[src/rtl/glb_stream_pkg.sv]
`default_nettype none
// ============================================================================
//  Module      : glb_stream_pkg
//  Description : Shared constants, state encoding and configuration bundle
//                for the GLB <-> PRR stream engines.
//  Revision    : 1.0  initial release
// ============================================================================
package glb_stream_pkg;

    localparam int C_LOOP_LEVEL      = 8;
    localparam int C_ADDR_WIDTH      = 19;
    localparam int C_MEM_DATA_WIDTH  = 64;
    localparam int C_EXTENT_WIDTH    = 16;
    localparam int C_CYCLE_CNT_WIDTH = 16;
    localparam int C_DIM_WIDTH       = $clog2(C_LOOP_LEVEL + 1);

    typedef enum logic [1:0] {
        IDLE  = 2'd0,
        RUN   = 2'd1,
        DRAIN = 2'd2
    } stream_state_t;

    typedef struct packed {
        logic [C_ADDR_WIDTH-1:0]                         start_addr;
        logic [C_DIM_WIDTH-1:0]                          dim;
        logic [C_LOOP_LEVEL-1:0][C_EXTENT_WIDTH-1:0]     extent;
        logic [C_LOOP_LEVEL-1:0][C_ADDR_WIDTH-1:0]       data_stride;
        logic [C_LOOP_LEVEL-1:0][C_CYCLE_CNT_WIDTH-1:0]  cycle_stride;
    } stream_cfg_t;

endpackage
`default_nettype wire

[src/rtl/glb_loop_iter.sv]
`default_nettype none
// ============================================================================
//  Module      : glb_loop_iter
//  Description : Loop-nest odometer. Holds the iteration vector and, per
//                level, the issue-cycle / address offset at which that level's
//                current iteration began. Advancing level k adds its stride to
//                level k's base and copies the result into all lower levels,
//                so no multipliers are needed.
//  Revision    : 1.0  initial release
//  Ports       : clk, reset (async, active-high)
//                clear  - zero iteration vector and accumulators
//                step   - advance one iteration (level 0 fastest)
//                dim, extent, data_stride, cycle_stride, start_addr - config
//                t      - issue cycle target of current iteration
//                a      - byte address of current iteration
//                last   - current iteration is the final one
// ============================================================================
module glb_loop_iter #(
    parameter int LOOP_LEVEL      = 8,
    parameter int ADDR_WIDTH      = 19,
    parameter int EXTENT_WIDTH    = 16,
    parameter int CYCLE_CNT_WIDTH = 16,
    parameter int DIM_WIDTH       = $clog2(LOOP_LEVEL + 1)
) (
    input  logic                                       clk,
    input  logic                                       reset,
    input  logic                                       clear,
    input  logic                                       step,
    input  logic [DIM_WIDTH-1:0]                       dim,
    input  logic [LOOP_LEVEL-1:0][EXTENT_WIDTH-1:0]    extent,
    input  logic [LOOP_LEVEL-1:0][ADDR_WIDTH-1:0]      data_stride,
    input  logic [LOOP_LEVEL-1:0][CYCLE_CNT_WIDTH-1:0] cycle_stride,
    input  logic [ADDR_WIDTH-1:0]                      start_addr,
    output logic [CYCLE_CNT_WIDTH-1:0]                 t,
    output logic [ADDR_WIDTH-1:0]                      a,
    output logic                                       last
);

    logic [LOOP_LEVEL-1:0][EXTENT_WIDTH-1:0]    r_idx;
    logic [LOOP_LEVEL-1:0][ADDR_WIDTH-1:0]      r_base_a;
    logic [LOOP_LEVEL-1:0][CYCLE_CNT_WIDTH-1:0] r_base_t;

    logic [LOOP_LEVEL-1:0]      w_inc;
    logic [LOOP_LEVEL-1:0]      w_wrap;
    logic [ADDR_WIDTH-1:0]      w_new_a;
    logic [CYCLE_CNT_WIDTH-1:0] w_new_t;
    logic [EXTENT_WIDTH-1:0]    w_ext_m1;
    logic                       w_at_max;
    logic                       w_carry;

    // Ripple a carry from level 0 upward. Inactive levels (k >= dim) always
    // look saturated so the carry passes through them; an extent of 0 is
    // treated as 1 by clamping extent-1 to 0.
    always_comb begin
        w_inc    = '0;
        w_wrap   = '0;
        w_new_a  = '0;
        w_new_t  = '0;
        w_ext_m1 = '0;
        w_at_max = 1'b0;
        w_carry  = 1'b1;
        for (int k = 0; k < LOOP_LEVEL; k++) begin
            w_ext_m1 = (extent[k] == '0) ? '0 : extent[k] - 1'b1;
            w_at_max = (k >= int'(dim)) || (r_idx[k] == w_ext_m1);
            if (w_carry) begin
                if (w_at_max) begin
                    w_wrap[k] = 1'b1;
                end else begin
                    w_inc[k] = 1'b1;
                    w_new_a  = r_base_a[k] + data_stride[k];
                    w_new_t  = r_base_t[k] + cycle_stride[k];
                end
            end
            w_carry = w_carry & w_at_max;
        end
        last = w_carry;
    end

    always_ff @(posedge clk or posedge reset) begin
        if (reset) begin
            r_idx    <= '0;
            r_base_a <= '0;
            r_base_t <= '0;
        end else if (clear) begin
            r_idx    <= '0;
            r_base_a <= '0;
            r_base_t <= '0;
        end else if (step) begin
            for (int k = 0; k < LOOP_LEVEL; k++) begin
                if (w_inc[k]) begin
                    r_idx[k]    <= r_idx[k] + 1'b1;
                    r_base_a[k] <= w_new_a;
                    r_base_t[k] <= w_new_t;
                end else if (w_wrap[k]) begin
                    r_idx[k]    <= '0;
                    r_base_a[k] <= w_new_a;
                    r_base_t[k] <= w_new_t;
                end
            end
        end
    end

    assign t = r_base_t[0];
    assign a = start_addr + r_base_a[0];

endmodule
`default_nettype wire

[src/rtl/glb_g2prr_stream.sv]
`default_nettype none
// ============================================================================
//  Module      : glb_g2prr_stream
//  Description : GLB-side load streamer for one PRR. Walks a loop nest, issues
//                bank reads at programmed cycle offsets and emits 16-bit words
//                with a valid strobe on io1_g2io / io16_g2io.
//  Revision    : 1.0  initial release
//  Macro       : GLB_G2PRR_STREAM_PERF_EN adds perf_word_cnt / perf_stall_cnt
//  Ports       : clk, reset (async, active-high)
//                start, flush, stall          - control
//                cfg_*                        - stream configuration
//                mem_rd_en/addr, mem_rd_data  - GLB bank read port
//                io1_g2io, io16_g2io          - registered stream to PRR
//                busy, done                   - status
// ============================================================================
module glb_g2prr_stream
    import glb_stream_pkg::*;
#(
    parameter int LOOP_LEVEL      = C_LOOP_LEVEL,
    parameter int ADDR_WIDTH      = C_ADDR_WIDTH,
    parameter int MEM_DATA_WIDTH  = C_MEM_DATA_WIDTH,
    parameter int RD_LATENCY      = 2,
    parameter int EXTENT_WIDTH    = C_EXTENT_WIDTH,
    parameter int CYCLE_CNT_WIDTH = C_CYCLE_CNT_WIDTH
) (
    input  logic                                       clk,
    input  logic                                       reset,
    input  logic                                       start,
    input  logic                                       flush,
    input  logic                                       stall,
    input  logic [ADDR_WIDTH-1:0]                      cfg_start_addr,
    input  logic [$clog2(LOOP_LEVEL+1)-1:0]            cfg_dim,
    input  logic [LOOP_LEVEL-1:0][EXTENT_WIDTH-1:0]    cfg_extent,
    input  logic [LOOP_LEVEL-1:0][ADDR_WIDTH-1:0]      cfg_data_stride,
    input  logic [LOOP_LEVEL-1:0][CYCLE_CNT_WIDTH-1:0] cfg_cycle_stride,
    output logic                                       mem_rd_en,
    output logic [ADDR_WIDTH-4:0]                      mem_rd_addr,
    input  logic [MEM_DATA_WIDTH-1:0]                  mem_rd_data,
    output logic                                       io1_g2io,
    output logic [15:0]                                io16_g2io,
    output logic                                       busy,
    output logic                                       done
`ifdef GLB_G2PRR_STREAM_PERF_EN
    ,
    output logic [31:0]                                perf_word_cnt,
    output logic [31:0]                                perf_stall_cnt
`endif
);

    stream_state_t                 r_state;
    stream_state_t                 w_state_nxt;
    stream_cfg_t                   r_cfg;
    logic [CYCLE_CNT_WIDTH-1:0]    r_cyc;
    logic [RD_LATENCY-1:0]         r_pipe_vld;
    logic [RD_LATENCY-1:0][1:0]    r_pipe_lane;
    logic [RD_LATENCY-1:0]         w_pipe_rest;
    logic                          r_io1;
    logic [15:0]                   r_io16;
    logic                          r_done;

    logic [CYCLE_CNT_WIDTH-1:0]    w_t;
    logic [ADDR_WIDTH-1:0]         w_a;
    logic                          w_last;
    logic                          w_start_go;
    logic                          w_issue;
    logic                          w_emit;
    logic                          w_last_emit;
    logic                          w_unused_addr_lsb;

    assign w_start_go = start && (r_state == IDLE) && !flush;
    assign w_issue    = (r_state == RUN) && !stall && !flush && (r_cyc >= w_t);
    assign w_emit     = r_pipe_vld[RD_LATENCY-1] && !flush;

    // Pipe contents below the output tap; empty means the word now leaving
    // the pipe is the final one of the stream.
    assign w_pipe_rest = r_pipe_vld << 1;
    assign w_last_emit = (r_state == DRAIN) && r_pipe_vld[RD_LATENCY-1] &&
                         (w_pipe_rest == '0);

    glb_loop_iter #(
        .LOOP_LEVEL      (LOOP_LEVEL),
        .ADDR_WIDTH      (ADDR_WIDTH),
        .EXTENT_WIDTH    (EXTENT_WIDTH),
        .CYCLE_CNT_WIDTH (CYCLE_CNT_WIDTH),
        .DIM_WIDTH       ($clog2(LOOP_LEVEL+1))
    ) u_iter (
        .clk          (clk),
        .reset        (reset),
        .clear        (w_start_go),
        .step         (w_issue),
        .dim          (r_cfg.dim),
        .extent       (r_cfg.extent),
        .data_stride  (r_cfg.data_stride),
        .cycle_stride (r_cfg.cycle_stride),
        .start_addr   (r_cfg.start_addr),
        .t            (w_t),
        .a            (w_a),
        .last         (w_last)
    );

    always_ff @(posedge clk or posedge reset) begin
        if (reset) begin
            r_state <= IDLE;
        end else begin
            r_state <= w_state_nxt;
        end
    end

    always_comb begin
        w_state_nxt = r_state;
        case (r_state)
            IDLE:    if (w_start_go && (cfg_dim != '0)) w_state_nxt = RUN;
            RUN:     if (w_issue && w_last)             w_state_nxt = DRAIN;
            DRAIN:   if (w_last_emit)                   w_state_nxt = IDLE;
            default:                                    w_state_nxt = IDLE;
        endcase
        if (flush) begin
            w_state_nxt = IDLE;
        end
    end

    // Config capture and the free-running (non-wrapping) issue-cycle counter.
    always_ff @(posedge clk or posedge reset) begin
        if (reset) begin
            r_cfg <= '0;
            r_cyc <= '0;
        end else if (w_start_go) begin
            r_cfg.start_addr   <= cfg_start_addr;
            r_cfg.dim          <= cfg_dim;
            r_cfg.extent       <= cfg_extent;
            r_cfg.data_stride  <= cfg_data_stride;
            r_cfg.cycle_stride <= cfg_cycle_stride;
            r_cyc              <= '0;
        end else if ((r_state == RUN) && !stall && !flush && (r_cyc != '1)) begin
            r_cyc <= r_cyc + 1'b1;
        end
    end

    // Lane pipe tracks each read's lane select for the fixed bank latency.
    // It keeps shifting under stall because returned data cannot be held off.
    always_ff @(posedge clk or posedge reset) begin
        if (reset) begin
            r_pipe_vld  <= '0;
            r_pipe_lane <= '0;
            r_io1       <= 1'b0;
            r_io16      <= '0;
            r_done      <= 1'b0;
        end else if (flush) begin
            r_pipe_vld  <= '0;
            r_pipe_lane <= '0;
            r_io1       <= 1'b0;
            r_io16      <= '0;
            r_done      <= 1'b0;
        end else begin
            r_pipe_vld  <= RD_LATENCY'({r_pipe_vld, w_issue});
            r_pipe_lane <= (2*RD_LATENCY)'({r_pipe_lane, (w_issue ? w_a[2:1] : 2'b00)});
            r_io1       <= w_emit;
            r_io16      <= w_emit ? mem_rd_data[16*r_pipe_lane[RD_LATENCY-1] +: 16] : 16'h0;
            r_done      <= w_last_emit || (w_start_go && (cfg_dim == '0));
        end
    end

    assign mem_rd_en         = w_issue;
    assign mem_rd_addr       = w_issue ? w_a[ADDR_WIDTH-1:3] : '0;
    assign io1_g2io          = r_io1;
    assign io16_g2io         = r_io16;
    assign busy              = (r_state == RUN) || (r_state == DRAIN);
    assign done              = r_done;
    assign w_unused_addr_lsb = w_a[0];

`ifdef GLB_G2PRR_STREAM_PERF_EN
    logic [31:0] r_perf_word_cnt;
    logic [31:0] r_perf_stall_cnt;

    always_ff @(posedge clk or posedge reset) begin
        if (reset) begin
            r_perf_word_cnt  <= '0;
            r_perf_stall_cnt <= '0;
        end else if (w_start_go) begin
            r_perf_word_cnt  <= '0;
            r_perf_stall_cnt <= '0;
        end else begin
            if (w_emit && (r_perf_word_cnt != '1)) begin
                r_perf_word_cnt <= r_perf_word_cnt + 1'b1;
            end
            if ((r_state == RUN) && stall && (r_perf_stall_cnt != '1)) begin
                r_perf_stall_cnt <= r_perf_stall_cnt + 1'b1;
            end
        end
    end

    assign perf_word_cnt  = r_perf_word_cnt;
    assign perf_stall_cnt = r_perf_stall_cnt;
`endif

endmodule
`default_nettype wire

[config.mk]
export PLATFORM = sky130hd
export DESIGN_NAME = glb_g2prr_stream
export DESIGN_NICKNAME = d
export VERILOG_FILES = /design/src/rtl/glb_stream_pkg.sv /design/src/rtl/glb_loop_iter.sv /design/src/rtl/glb_g2prr_stream.sv
export SDC_FILE = /design/constraint.sdc
export NUM_CORES = 2
export LEC_CHECK = 0
export ABC_AREA = 1
export BUFFER_PORTS_ARGS = -buffer_cell sky130_fd_sc_hd__buf_2
export CORE_MARGIN = 10
export CORE_UTILIZATION = 40
export DETAILED_ROUTE_END_ITERATION = 8
export GPL_TIMING_DRIVEN = 0
export MAX_ROUTING_LAYER = met4
export SYNTH_ARGS = -nofsm -noshare
export SYNTH_HDL_FRONTEND = slang
export SYNTH_SLANG_ARGS = --single-unit
export TNS_END_PERCENT = 30
[constraint.sdc]
create_clock -name clk -period 42.6 [get_ports clk]
set_clock_uncertainty 0.05 [all_clocks]
set_input_delay 8.52 -clock clk [delete_from_list [all_inputs] [get_ports clk]]
set_output_delay 8.52 -clock clk [all_outputs]
set_load 0.05 [all_outputs]
After elaboration in Yosys (flattened, before gate mapping)
Index checks and enable logic that the tools add are counted.
Operators by class
  $add $sub $neg: 34
  multiply operators: 0
  div/mod/pow operators: 0
  $lt $le $gt $ge: 9
  equality and inequality tests: 15
  shift operators: 1
  mux-type cells: 136
  bitwise operators: 7
  reductions and logical operators: 54
Operators with widths (number)
  16-bit 2-to-1 mux: 60
  19-bit 2-to-1 mux: 31
  128-bit 2-to-1 mux: 4
  152-bit 2-to-1 mux: 2
  19-bit adder: 9
  16-bit by 1-bit adder with 16-bit output, second input constant: 9
  16-bit adder: 8
  16-bit == test: 8
  16-bit zero test: 8
  16-bit by 1-bit subtractor with 16-bit output, second input constant: 8
  64-bit by 7-bit indexed part select with 16-bit output: 1
  1-bit 2-to-1 mux: 31
  3-bit nonzero test: 7
  16-bit >= comparator: 1
  3-bit by 4-bit >= comparator with 1-bit output, first input constant: 4
  16-bit inequality test, second input constant: 1
  2-bit AND reduction: 8
  1-bit logical AND: 12
  2-bit 2-to-1 mux: 6
  1-bit logical OR: 10
  1-bit by 4-bit >= comparator with 1-bit output, first input constant: 2
  2-bit by 4-bit >= comparator with 1-bit output, first input constant: 2
  1-bit bitwise AND: 7
  3-bit by 2-bit inequality test with 1-bit output, second input constant: 2
  other kinds (11): 15
Word-level totals
  flip-flop bits (word level): 881
  bits in latches: 0
  RAM bits: 0
  memory bits (read-only): 0
  bits of input ports: 500
  output and inout bits: 36
  logic and storage cells: 314
  memories: 0

Logic depth before layout (Yosys ltp)
  word-level depth: 23
  gate-level depth with buffers: 31
  mapped depth without buffers: 30

By module
Synthesis repeated with hierarchy kept, for this count alone.
Unflattened totals
  cell total of the unflattened synthesis: 7870
  area, all modules: 56676.9 µm²
By module, submodules not included
  glb_loop_iter: times used 1, cells each 5630, area each 37559.8 µm², seq. area each 10209.8 µm²
  glb_g2prr_stream: times used 1, cells each 2240, area each 19117.1 µm², seq. area each 11836.4 µm²

Least setup slack after synthesis
OpenSTA, ideal clock, no wires.
  kind: input-to-output
  from: input port flush
  to: output port mem_rd_addr[12]
  data arrival time: 10.773 ns
  required time: 34.030 ns
  slack: 23.257 ns
  cell stages on the path: 8
  buffers on the path: 1
  path through: inv_1 > nand2_1 > nor2_1 > nand2_1 > inv_1 > clkbuf_1 > o21ai_0 > a21oi_1
On the way
  cells in the longest elaborated chain, start to end: 4
RTL lines
  start: declaration: RTL line glb_g2prr_stream.sv:29  | input logic flush,
  1-bit zero test: RTL line glb_g2prr_stream.sv:71  | assign w_issue = (r_state == RUN) && !stall && !flush && (r_cyc >= w_t);
  1-bit logical AND (2 in series): RTL line glb_g2prr_stream.sv:71
  via mem_rd_en: RTL line glb_g2prr_stream.sv:36  | output logic mem_rd_en,
  16-bit 2-to-1 mux: RTL line glb_g2prr_stream.sv:164  | assign mem_rd_addr = w_issue ? w_a[ADDR_WIDTH-1:3] : '0;
  end: declaration: RTL line glb_g2prr_stream.sv:37  | output logic [ADDR_WIDTH-4:0] mem_rd_addr,
The timed path passes the listed nets, and every way through them passes these cells.

Worst setup path in the final report
  from: input port flush
  to: output port mem_rd_addr[14]
On the way
  cells in the longest elaborated chain, start to end: 4
RTL lines (RTL line)
  1-bit zero test: glb_g2prr_stream.sv:71
  1-bit logical AND (2 in series): glb_g2prr_stream.sv:71
  16-bit 2-to-1 mux: glb_g2prr_stream.sv:164
Every way passes these cells.

==> results.sh <==
export IMPL_synthArstFlopShare_pct=100
export IMPL_rr_worst_depth=25
export IMPL_slew_violations=2
export IMPL_grt_max_degree=127
export IMPL_postCtsHoldBufs=0
export IMPL_slowest_delay_ns=0.76
export IMPL_grt_pass1_vias=53700
export IMPL_ioPinCount=536
export IMPL_path_cells="buf_2 -> inv_1 -> nand2_1 -> nor2_1 -> nand2_1 -> inv_1 -> clkbuf_1 -> o21ai_0 -> a21oi_1 -> buf_2"
export IMPL_violations="capacitance limit, slew limit"
export IMPL_cts_tree="built"
export IMPL_htreeDepth=3
export IMPL_nets=9243
export IMPL_io_buffers=535
export IMPL_numCtsBuffers=104
export IMPL_num_rows=137
export IMPL_avgViaCountPerCell=5.38
export IMPL_clk_latency_ns=0.73
export IMPL_syn_nets=8594
export IMPL_cts_root_buf="clkbuf_16"
export IMPL_placed_area_um2=61500
export IMPL_cts_sinks=881
export IMPL_cp_required_ns=34.03
export IMPL_yosysTopAreaCell="dfrtp_1"
export IMPL_via_count=55800
export IMPL_comb_power_share_pct=53.2
export IMPL_hold_depth=2
export IMPL_rsz0062_at_grt="false"
export IMPL_route_detailed_drc=0
export IMPL_yosys_top_cells_area="dfrtp_1 39%, nand2_1 18%, ha_1 7.1%, nand3_1 5.3%, o21ai_0 4.6%"
export IMPL_synth_top_area_share_pct=39.2
export IMPL_timing_rr_end="u_iter.r_base_t[18]"
export IMPL_clockPowerShare_pct=18.7
export IMPL_gr_total_overflow=0
export IMPL_place_ws_ns=21.91
export IMPL_pwr_share_seq_pct=28.1
export IMPL_cts_max_path_buffers=3
export IMPL_cts_resized=0
export IMPL_fin_crit_ns=20.79
export IMPL_synth_ff_type="dfrtp_1"
export IMPL_powerDensity_nw_per_um2=78.6
export IMPL_critPathKind="in2out"
export IMPL_worstPathMaxFanout=10
export IMPL_fill_cells=14400
export IMPL_drt_iter0_markers=5407
export IMPL_avgSynthCellArea_um2=7.25
export IMPL_setup_tns_ns=0
export IMPL_stdcell_area_um2=65100
export IMPL_p_total_mw=5.12
export IMPL_worstPathArrival_ns=12.22
export IMPL_slew_headroom_pct=-0.00205
export IMPL_ys_seq_area_share_pct=39.2
export IMPL_min_path_type="reg2reg"
export IMPL_worst_pin_slew_ns=1.50
export IMPL_drive_gt1_share_pct=10.4
export IMPL_grt_pass1_wl_um=339000
export IMPL_synth_edf_count=0
export IMPL_antenna_found_initial=14
export IMPL_die_w_um=395
export IMPL_r2r_start="r_cfg[296]"
export IMPL_peakVddDrop_uv=41.5
export IMPL_seqCellArea_um2=22000
export IMPL_wl_per_cell_um=22.4
export IMPL_netlist_area_um2=56300
export IMPL_ys_warn_count=0
export IMPL_drt_total_wl_um=232000
export IMPL_coreArea_um2=140000
export IMPL_rrSetupSlack_ns=36.73
export IMPL_drt_first_pass_iters=6
export IMPL_path_buf_inv=5
export IMPL_syn_inst=7758
export IMPL_multi_input_area_um2=30700
export IMPL_internal_power_mw=2.55
export IMPL_endpoint_kind="primary output"
export IMPL_drv_cap=3
export IMPL_finalWeightedCongestion=0.978
export IMPL_hold_violations=0
export IMPL_crit_slowest_cell="inv_1"
export IMPL_postCtsSetupBuffers=0
export IMPL_p_leak_nw=33.2
export IMPL_die_height_um=395
export IMPL_hold_path_startpoint="r_pipe_vld[0]"
export IMPL_outcome="finished with violations"
export IMPL_power_switching_mw=2.56
export IMPL_worst_setup_path_start_kind="input port"
export IMPL_post_route_period_util_pct=48.8
export IMPL_ys_types=54
export IMPL_setup_viol=0
export IMPL_dieArea_um2=156000
export IMPL_grt_use_total_pct=29.4
export IMPL_cp_top_family="buffers and inverters"
export IMPL_cts_clk_slew_worst_paths_ns=0.05
export IMPL_dp_hpwl_um=183000
export IMPL_timing_fmax_mhz=48.1
export IMPL_min_to="r_pipe_vld[1]"
export IMPL_synth_seq_cells=881
export IMPL_area_growth_pct=15.7
export IMPL_p_sw_share_pct=50.1
export IMPL_start_util_pct=40.3
export IMPL_drtAntennaViolNets=0
export IMPL_final_cell_count_no_fill=10400
export IMPL_worst_slack_ns=21.81
export IMPL_dp_cells=10200
[sequential cells by signal, indices dropped and copies added, names as in the netlist]
register and cells:
u_iter.r_base_a 152, r_state 2, u_iter.r_idx 128, r_pipe_vld 2
r_pipe_lane 4, io1_g2io 1, r_cyc 16, u_iter.t 16
r_cfg 431, io16_g2io 16, done 1, u_iter.r_base_t 112
[synth_stat cells, types with 5 or more instances]
| master | n |
|---|---|
| nand3b_1 | 10 |
| nand2_2 | 28 |
| o21ai_0 | 513 |
| a21boi_0 | 8 |
| o32ai_1 | 27 |
| o41ai_1 | 8 |
| o22ai_1 | 54 |
| xnor2_1 | 85 |
| nand2_1 | 2696 |
| inv_1 | 632 |
| xor2_1 | 240 |
| clkbuf_1 | 192 |
| a31oi_1 | 39 |
| nor4_1 | 15 |
| nand4_1 | 91 |
| o211ai_1 | 33 |
| buf_4 | 8 |
| buf_6 | 9 |
| inv_2 | 12 |
| o21ai_1 | 30 |
| buf_2 | 35 |
| nor3_1 | 85 |
| buf_1 | 15 |
| o31ai_1 | 6 |
| nor2_2 | 14 |
| o21a_1 | 5 |
| or2_2 | 34 |
| nor2_1 | 559 |
| a21o_1 | 8 |
| o21bai_1 | 16 |
| a21oi_1 | 368 |
| nand3_2 | 6 |
| fa_1 | 17 |
| nand3_1 | 595 |
| nor3b_1 | 9 |
| o32ai_2 | 9 |
| clkinv_1 | 6 |
| ha_1 | 319 |
| o2111ai_1 | 10 |
| dfrtp_1 | 881 |
[power groups by stage]
stage          combinational [mW]  clock [mW]  sequential (mW)
2_1_floorplan                1.77           0             1.32
3_3_place_gp                 2.62           0             1.44
3_5_place_dp                 2.65           0             1.43
4_1_cts                      2.66       0.968             1.43
5_1_grt                      2.99        1.00             1.46
6_report                     2.72       0.956             1.44
[logic make-up after synthesis]
group           synth area share, %
simple gates                   30.4
compound gates                 11.4
buf+inv                        6.31
flops                          39.2
fa+ha+maj                      7.70
xor+xnor                       5.06
[metrics by stage]
step	util, %	hold WS [ns]
CTS	46.6	0.433
floorplan	-	0.384
global route	46.6	0.452
global placement	43.9	0.404
detailed placement	44.0	0.421
finish	46.6	0.425
[worst max-delay path by stage]
| stage | endpoint | cells after the start | start | slack (ns) |
|---|---|---|---|---|
| 2_1_floorplan | done | 1 | reset | 9.27 |
| 3_3_place_gp | io16_g2io[13] | 2 | reset | -2.02 |
| 3_5_place_dp | mem_rd_addr[14] | 10 | flush | 21.91 |
| 4_1_cts | mem_rd_addr[14] | 10 | flush | 21.90 |
| 5_1_grt | mem_rd_addr[14] | 10 | flush | 21.82 |
| 6_report | mem_rd_addr[14] | 10 | flush | 21.81 |
[layer usage]
layer / routed length (um) / track usage (%)
met1: 102000 / 38.9
met2: 104000 / 45.3
met5: 0 / -
met4: 10100 / 11.4
met3: 16200 / 4.16
[cell type report]
cell class	instances	area share [%]
Multi-Input combinational cell	5968	47.1
Sequential cell	881	33.9
Clock buffer	156	4.72
Timing Repair Buffer	543	4.43
Inverter	650	3.76
Tap cell	1876	3.61
Buffer	259	1.71
Clock inverter	35	0.759
Antenna cell	6	0.0231
[cell usage in the layout (no fill, tap or decap), drive strengths merged, types with 3 or more instances in the layout]
cell type  count
nand3        601
o21a           5
a21boi         8
o21bai        16
xor2         240
o41ai         10
nor4          15
dfrtp        881
nand4         91
o2111ai       10
o32ai         36
a21oi        369
nand3b        10
or2           34
a21o           8
inv          647
o22ai         54
a31oi         39
bufinv        11
fa            17
nor3b          9
nor3          85
xnor2         85
and2           4
nand2       2728
o211ai        33
clkbuf       348
a211oi         3
nor2         577
clkinvlp       4
buf          610
o31ai          6
o21ai        546
ha           319
diode          6
clkinv        23
[worst reg2reg max path, delay by kind of cell (launching register included)]
kind / cells / cell delay, ns
simple gates: 16 / 3.17
buf+inv: 5 / 1.03
compound gates: 3 / 0.85
flops: 1 / 0.35
fa+ha+maj: 1 / 0.27
Note: power is estimated with default switching activity, not from simulation.
